[src/rtl/ps2_key_tracker.sv]
// ps2_key_tracker: PS/2 keyboard receiver with E0/F0 prefix decode and a held-key bitmap
// Ports: clk/rst (sync, active-high); ps2_clk/ps2_data raw async keyboard lines;
// keys held bitmap (bit i = KEYMAP entry i); code_valid pulse with code/code_ext/code_break;
// frame_err pulse on parity/stop/timeout error; err_count saturating error count.
// Optional macro PS2_ERR_RELEASE_EN: a frame error also releases every key.
module ps2_key_tracker #(
  parameter int NUM_PLAYERS     = 2,
  parameter int KEYS_PER_PLAYER = 5,
  parameter int SYNC_STAGES     = 2,
  parameter int FILTER_LEN      = 4,
  parameter int TIMEOUT_CYCLES  = 25000,
  // entry 0 sits in the low 9 bits: {ext, code}
  parameter logic [9*NUM_PLAYERS*KEYS_PER_PLAYER-1:0] KEYMAP =
    {9'h029, 9'h172, 9'h174, 9'h16B, 9'h175, 9'h00D, 9'h01B, 9'h01C, 9'h023, 9'h01D}
) (
  input  logic                                   clk,
  input  logic                                   rst,
  input  logic                                   ps2_clk,
  input  logic                                   ps2_data,
  output logic [NUM_PLAYERS*KEYS_PER_PLAYER-1:0] keys,
  output logic                                   code_valid,
  output logic [7:0]                             code,
  output logic                                   code_ext,
  output logic                                   code_break,
  output logic                                   frame_err,
  output logic [7:0]                             err_count
);
  localparam int NK = NUM_PLAYERS * KEYS_PER_PLAYER;
  localparam int FW = $clog2(FILTER_LEN + 1);
  localparam int TW = $clog2(TIMEOUT_CYCLES + 1);
  typedef enum logic [1:0] {IDLE, DATA, PARITY, STOP} state_t;
  logic [SYNC_STAGES-1:0] r_csync, r_dsync;
  logic                   r_filt;
  logic [FW-1:0]          r_fcnt;
  state_t                 r_state;
  logic [7:0]             r_shift;
  logic [2:0]             r_bitcnt;
  logic                   r_par, r_ext, r_brk;
  logic [TW-1:0]          r_tcnt;
  logic                   w_cs, w_ds, w_flip, w_fall, w_frame_ok, w_err, w_prefix;
  logic [NK-1:0]          w_hit;
  assign w_cs       = r_csync[SYNC_STAGES-1];
  assign w_ds       = r_dsync[SYNC_STAGES-1];
  // filtered clock flips once the synchronised level has differed for FILTER_LEN samples
  assign w_flip     = (w_cs != r_filt) && (r_fcnt == FW'(FILTER_LEN - 1));
  assign w_fall     = w_flip && r_filt;
  assign w_frame_ok = w_ds && (^{r_shift, r_par});
  assign w_err      = (w_fall && r_state == STOP && !w_frame_ok) ||
                      (!w_fall && r_state != IDLE && r_tcnt == TW'(TIMEOUT_CYCLES - 1));
  assign w_prefix   = (r_shift == 8'hE0) || (r_shift == 8'hF0);
  always_comb begin
    w_hit = '0;
    for (int i = 0; i < NK; i++) w_hit[i] = KEYMAP[9*i +: 9] == {r_ext, r_shift};
  end
  always_ff @(posedge clk) begin
    if (rst) begin
      r_csync <= '1;
      r_dsync <= '1;
      r_filt  <= 1'b1;
      r_fcnt  <= '0;
    end else begin
      r_csync <= {r_csync[SYNC_STAGES-2:0], ps2_clk};
      r_dsync <= {r_dsync[SYNC_STAGES-2:0], ps2_data};
      r_fcnt  <= (w_cs == r_filt || w_flip) ? '0 : r_fcnt + 1'b1;
      if (w_flip) r_filt <= w_cs;
    end
  end
  always_ff @(posedge clk) begin
    if (rst) begin
      r_state    <= IDLE;
      r_shift    <= '0;
      r_bitcnt   <= '0;
      r_par      <= 1'b0;
      r_ext      <= 1'b0;
      r_brk      <= 1'b0;
      r_tcnt     <= '0;
      keys       <= '0;
      code_valid <= 1'b0;
      code       <= '0;
      code_ext   <= 1'b0;
      code_break <= 1'b0;
      frame_err  <= 1'b0;
      err_count  <= '0;
    end else begin
      code_valid <= w_fall && r_state == STOP && w_frame_ok && !w_prefix;
      frame_err  <= w_err;
      r_tcnt     <= (w_fall || r_state == IDLE) ? '0 : r_tcnt + 1'b1;
      if (w_err) begin
        r_state   <= IDLE;
        r_ext     <= 1'b0;
        r_brk     <= 1'b0;
        err_count <= err_count + 8'(err_count != 8'hFF);
`ifdef PS2_ERR_RELEASE_EN
        keys      <= '0;
`else
        keys      <= keys;
`endif
      end else if (w_fall) begin
        case (r_state)
          IDLE: if (!w_ds) begin
            r_state  <= DATA;
            r_bitcnt <= '0;
          end
          DATA: begin
            r_shift  <= {w_ds, r_shift[7:1]};
            r_bitcnt <= r_bitcnt + 1'b1;
            if (r_bitcnt == 3'd7) r_state <= PARITY;
          end
          PARITY: begin
            r_par   <= w_ds;
            r_state <= STOP;
          end
          STOP: begin
            r_state <= IDLE;
            if (r_shift == 8'hE0) r_ext <= 1'b1;
            else if (r_shift == 8'hF0) r_brk <= 1'b1;
            else begin
              code       <= r_shift;
              code_ext   <= r_ext;
              code_break <= r_brk;
              r_ext      <= 1'b0;
              r_brk      <= 1'b0;
              keys       <= r_brk ? (keys & ~w_hit) : (keys | w_hit);
            end
          end
        endcase
      end
    end
  end
endmodule

[config.mk]
export PLATFORM = sky130hd
export DESIGN_NAME = ps2_key_tracker
export DESIGN_NICKNAME = d
export VERILOG_FILES = /design/src/rtl/ps2_key_tracker.sv
export SDC_FILE = /design/constraint.sdc
export NUM_CORES = 1
export LEC_CHECK = 0
export BUFFER_PORTS_ARGS = -buffer_cell sky130_fd_sc_hd__buf_2
export CORE_MARGIN = 3
export CORE_UTILIZATION = 45
export DETAILED_ROUTE_END_ITERATION = 8
export PLACE_DENSITY = 0.75
export SYNTH_ARGS = -nofsm -noshare
export SYNTH_HDL_FRONTEND = slang
export SYNTH_SLANG_ARGS = --single-unit
[constraint.sdc]
create_clock -name clk -period 5.9 [get_ports clk]
set_clock_uncertainty 0.2 [all_clocks]
set_input_delay 1.18 -clock clk [delete_from_list [all_inputs] [get_ports clk]]
set_output_delay 1.18 -clock clk [all_outputs]
set_load 0.01 [all_outputs]
After elaboration in Yosys (flattened, before gate mapping)
Cells that the tools add are included.
{"block": "totals", "ff_bits": 69, "output_inout_bits": 30}
{"block": "classes", "add_sub_neg": 4, "n_eq_ne": 24, "n_mux": 9, "n_bitwise": 6, "reduce_logical": 30}
{"op": "$eq A9 B9 Y1 const A", "count": 4}
{"op": "$eq A5 B9 Y1 const A", "count": 3}
{"op": "$eq A6 B9 Y1 const A", "count": 2}
{"op": "$eq A8 B8 Y1 const B", "count": 2}
{"op": "$add A15 B1 Y15 const B", "count": 1}
{"op": "$eq A15 B15 Y1 const B", "count": 1}
{"op": "$reduce_and A3 Y1", "count": 5}
{"op": "$and A10 B10 Y10", "count": 1}
{"op": "$mux W10", "count": 1}
{"op": "$not A10 Y10", "count": 1}
{"op": "$or A10 B10 Y10", "count": 1}
{"op": "$eq A4 B9 Y1 const A", "count": 1}
{"op": "$logic_and A1 B1 Y1", "count": 9}
{"op": "$reduce_xor A9 Y1", "count": 1}
{"op": "$add A8 B1 Y8", "count": 1}
{"op": "$ne A8 B8 Y1 const B", "count": 1}
{"op": "$pmux W2 S4", "count": 1}
{"op": "$add A3 B1 Y3 const B", "count": 2}
{"op": "$ne A2 B2 Y1 const B", "count": 3}
{"op": "$pmux W3 S2", "count": 1}
{"op": "$reduce_or A2 Y1", "count": 3}
{"op": "$reduce_and A5 Y1", "count": 1}
{"op": "$eq A2 B2 Y1 const B", "count": 2}
{"op": "$logic_or A1 B1 Y1", "count": 4}
{"op": "other kinds (13)", "count": 21}

Depth between registers and ports, before layout
{"block": "depth", "word_depth": 9, "depth_mapped": 9, "ltp_nobuf": 8}

Least setup slack after synthesis
Ideal clock, no wire load.
{"block": "synth_path", "path_type": "reg-to-reg", "startpoint": "register r_tcnt[0]", "endpoint": "register err_count[5]", "arrival_ps": 2165, "path_slack_ps": 3414, "stages_incl_launch_ff": 8, "path_cell_list": "dfxtp_1 -> ha_1 -> nand2_1 -> or4b_1 -> o32a_1 -> clkbuf_1 -> a21oi_1 -> mux2_2"}
{"block": "synth_via", "elab_chain_len": 3}
{"element": "from (decl)", "line_no": "39", "source": "logic [TW-1:0] r_tcnt;"}
{"element": "from (signal assigned)", "line_no": "87", "source": "r_tcnt <= (w_fall || r_state == IDLE) ? '0 : r_tcnt + 1'b1;"}
{"element": "$eq A15 B15 Y1", "line_no": "49", "source": "(!w_fall && r_state != IDLE && r_tcnt == TW'(TIMEOUT_CYCLES - 1));"}
{"element": "$logic_and A1 B1 Y1", "line_no": "49"}
{"element": "$logic_or A1 B1 Y1", "line_no": "48", "source": "assign w_err = (w_fall && r_state == STOP && !w_frame_ok) ||"}
{"element": "to (signal assigned)", "line_no": "92", "source": "err_count <= err_count + 8'(err_count != 8'hFF);"}
{"element": "to (decl)", "line_no": "26", "source": "output logic [7:0] err_count"}
No other way between the ends.
A chain may end at the register's enable or synchronous reset.

==> impl_metrics.ini <==
[final_layout]
stdcell_area_um2 = 3700
diodes = 0
stdcell_count = 507
num-fill-cells = 668
layout-drive-gt1-share_pct = 15.8
nets = 421
area.growth.synth_to_final_pct = 10.6

[timing]
min_period_ns = 3.07
hold_violations = 0
fmax_ghz = 0.325
max_slew_margin_pct = 29.4
setup_viol = 0
worst_slack_ns = 2.83
grt_setup_unrepaired = false
tightest_slew_ns = 1.06
drv_slew = 0
fin_crit_sh_pct = 52.1
fin_setup_tns_ns = 0

[routing]
wl_per_cell_um = 13.9
route.detailed.drc = 0
first_pass_iters = 4
vias_per_cell = 5.59
drt_iter0_markers = 104
via_count = 2835
drtAntennaViolNets = 0
wirelength_um = 7030

[placed_design]
place_ws_ns = 2.89
placed_area_um2 = 3510
gp_congestion = 0.822
dpl.hpwl_um = 4730
dp.cells = 491
portBuffers = 33

[power_and_ir_drop]
ir_worst_vdd_mv = 0.138
p_per_area_nw_per_um2 = 230
leakagePower_nw = 1.38

[synth]
synth_nets = 401
yosys.area.top_type = dfxtp_1
netlist_area_um2 = 3350
synth_area_per_cell_um2 = 8.68
ys_ff_latch = 69
synth_warnings = 0
ys_seq_area_share_pct = 41.2
synth_top_area_share_pct = 41.2
synthFlopType = dfxtp_1
synth_cell_types = 51
synth_common_cells = 69 x dfxtp_1, 38 x a21oi_1, 36 x nand2_1, 28 x nor2_1
synth-edff-count = 0
synth_cells = 386
async_reset_ff_share_pct = 0
synth_most_common_cell = dfxtp_1
ys_top_cells_by_area = dfxtp_1 41%, a21oi_1 5.7%, ha_1 4.1%

[global_route]
grt-ovfl-total = 0
grt_busiest_layer = met2
met3_usage_pct = 4.92
antenna_found_initial = 0
use_met2_pct = 28.0
grt_pass1_vias = 2667
track_usage_pct = 17.6
use_met1_pct = 22.4
grt_max_degree = 61
grt_pass1_wl_um = 12200

[clocking]
clk_path_buf_depth = 2
post_cts_buffers = 0
cts_sinks = 69
cts-root-buf = clkbuf_8
cts_tree = built
cts_made_buffers = 9
h-tree-depth = 3
cts_hold_buffers = 0
path_clk_slew_ns = 0.08
clock_latency_ns = 0.35
post_cts_resized = 0

[die]
start_util_pct = 47.7
dieArea_um2 = 8510
ios = 34
dieWidth_um = 92.3
die-height_um = 92.3
coreArea_um2 = 7020
fp-row-count = 30

[critical_path]
startpoint_type = flop
cp_cell_sequence = xor2_1 > xnor3_1 > mux2i_2 > nor3_1 > a311oi_1
crit_fanout = 17
crit_type = flop to flop
r2r_setup_slack_ns = 2.83
critical_path_required_ns = 5.95
arrival_ns = 3.13
crit_path_top_delay_cell = mux2i_2
reg2reg_from = r_shift[4]
end_kind = flop
cp_slowest_stage_delay_ns = 0.77
r2r_cells = 5

[min_path]
whs_path_depth = 1
hp-class = flop to flop
hold_start = r_dsync[0]
hold_end = r_dsync[1]

[run]
maxCapViolations = 0

[run_status]
status = finished, final reports clean
## through the flow
step / utilization (%) / total power [mW] / hold WS, ns
finish: 52.8 / 0.853 / 0.213
global route: 52.8 / 0.884 / 0.231
CTS: 52.8 / 0.861 / 0.215
detailed placement: 50.1 / 0.489 / 0.196
global placement: 50.1 / 0.488 / 0.193
floorplan: - / 0.486 / 0.189
## kinds of logic after synthesis
kind of cell               count (synthesis)  synth area share (%)
buffers and inverters                     40                  5.38
AOI/OAI and AO/OA                         84                  15.3
DFF                                       69                  41.2
xor gates and xnor gates                  16                  5.45
adders and majority gates                 11                  4.11
and+or+nand+nor                          152                  23.5
muxes                                     14                  5.01
## cell type report
type                    instances  area, µm²  area share (%)
flip-flops and latches         69       1380            37.3
multi-input cells             277       1790            48.3
clock inverters                 7       66.3            1.79
inverters                      16       60.1            1.62
repair buffers                 33        165            4.46
clock buffers                   9        124            3.34
well taps                      96        120            3.24
## worst max-delay path: cells and delay by family (launching register included)
| kind | cells | cell delay, ns |
|---|---|---|
| XOR/XNOR | 2 | 0.87 |
| AND/OR/NAND/NOR | 1 | 0.14 |
| flip-flops | 1 | 0.70 |
| multiplexers | 1 | 0.77 |
| AO/OA/AOI/OAI | 1 | 0.28 |
## worst max-delay path by stage
| stage | from | slack [ns] | cells past startpoint | end |
|---|---|---|---|---|
| 2_1_floorplan | r_tcnt[0] | 3.41 | 7 | err_count[5] |
| 3_3_place_gp | r_shift[4] | 3.01 | 5 | flop |
| 3_5_place_dp | r_shift[4] | 2.89 | 5 | flop |
| 4_1_cts | r_shift[4] | 2.88 | 5 | flop |
| 5_1_grt | r_shift[4] | 2.64 | 5 | flop |
| 6_report | r_shift[4] | 2.83 | 5 | flop |
## power breakdown
part | total, mW | switching (mW) | internal [mW]
registers | 0.468 | 0.00130 | 0.467
clock network | 0.375 | 0.182 | 0.193
logic | 0.00999 | 0.00714 | 0.00285
## cell usage in the layout (no fill, tap or decap), types with 4 or more instances in the layout
cell and n:
a21oi_1 38, xor2_1 8, clkbuf_8 9, a311oi_1 7, mux2_2 7, nand4_1 7
xnor2_1 5, ha_1 11, clkinv_2 4, nor2_1 28, nor4_1 5, a41oi_1 5
dfxtp_1 69, nand3_1 18, inv_1 16, nor3_1 12, buf_2 33, and3_1 7
or2_2 4, nand2_1 36, nand3b_1 6, nor2b_1 8, or3_1 7, o21ai_0 18
a31oi_1 4
## per-layer routing
| metal | routed length, µm | up-vias | part of all wire [%] |
|---|---|---|---|
| met5 | 0 | - | 0 |
| met4 | 121 | 0 | 1.7 |
| met3 | 358 | 13 | 5.1 |
| met2 | 3250 | 62 | 46 |
| met1 | 3300 | 1347 | 47 |
| li1 | - | 1413 | - |
(Power assumes the default switching activity.)
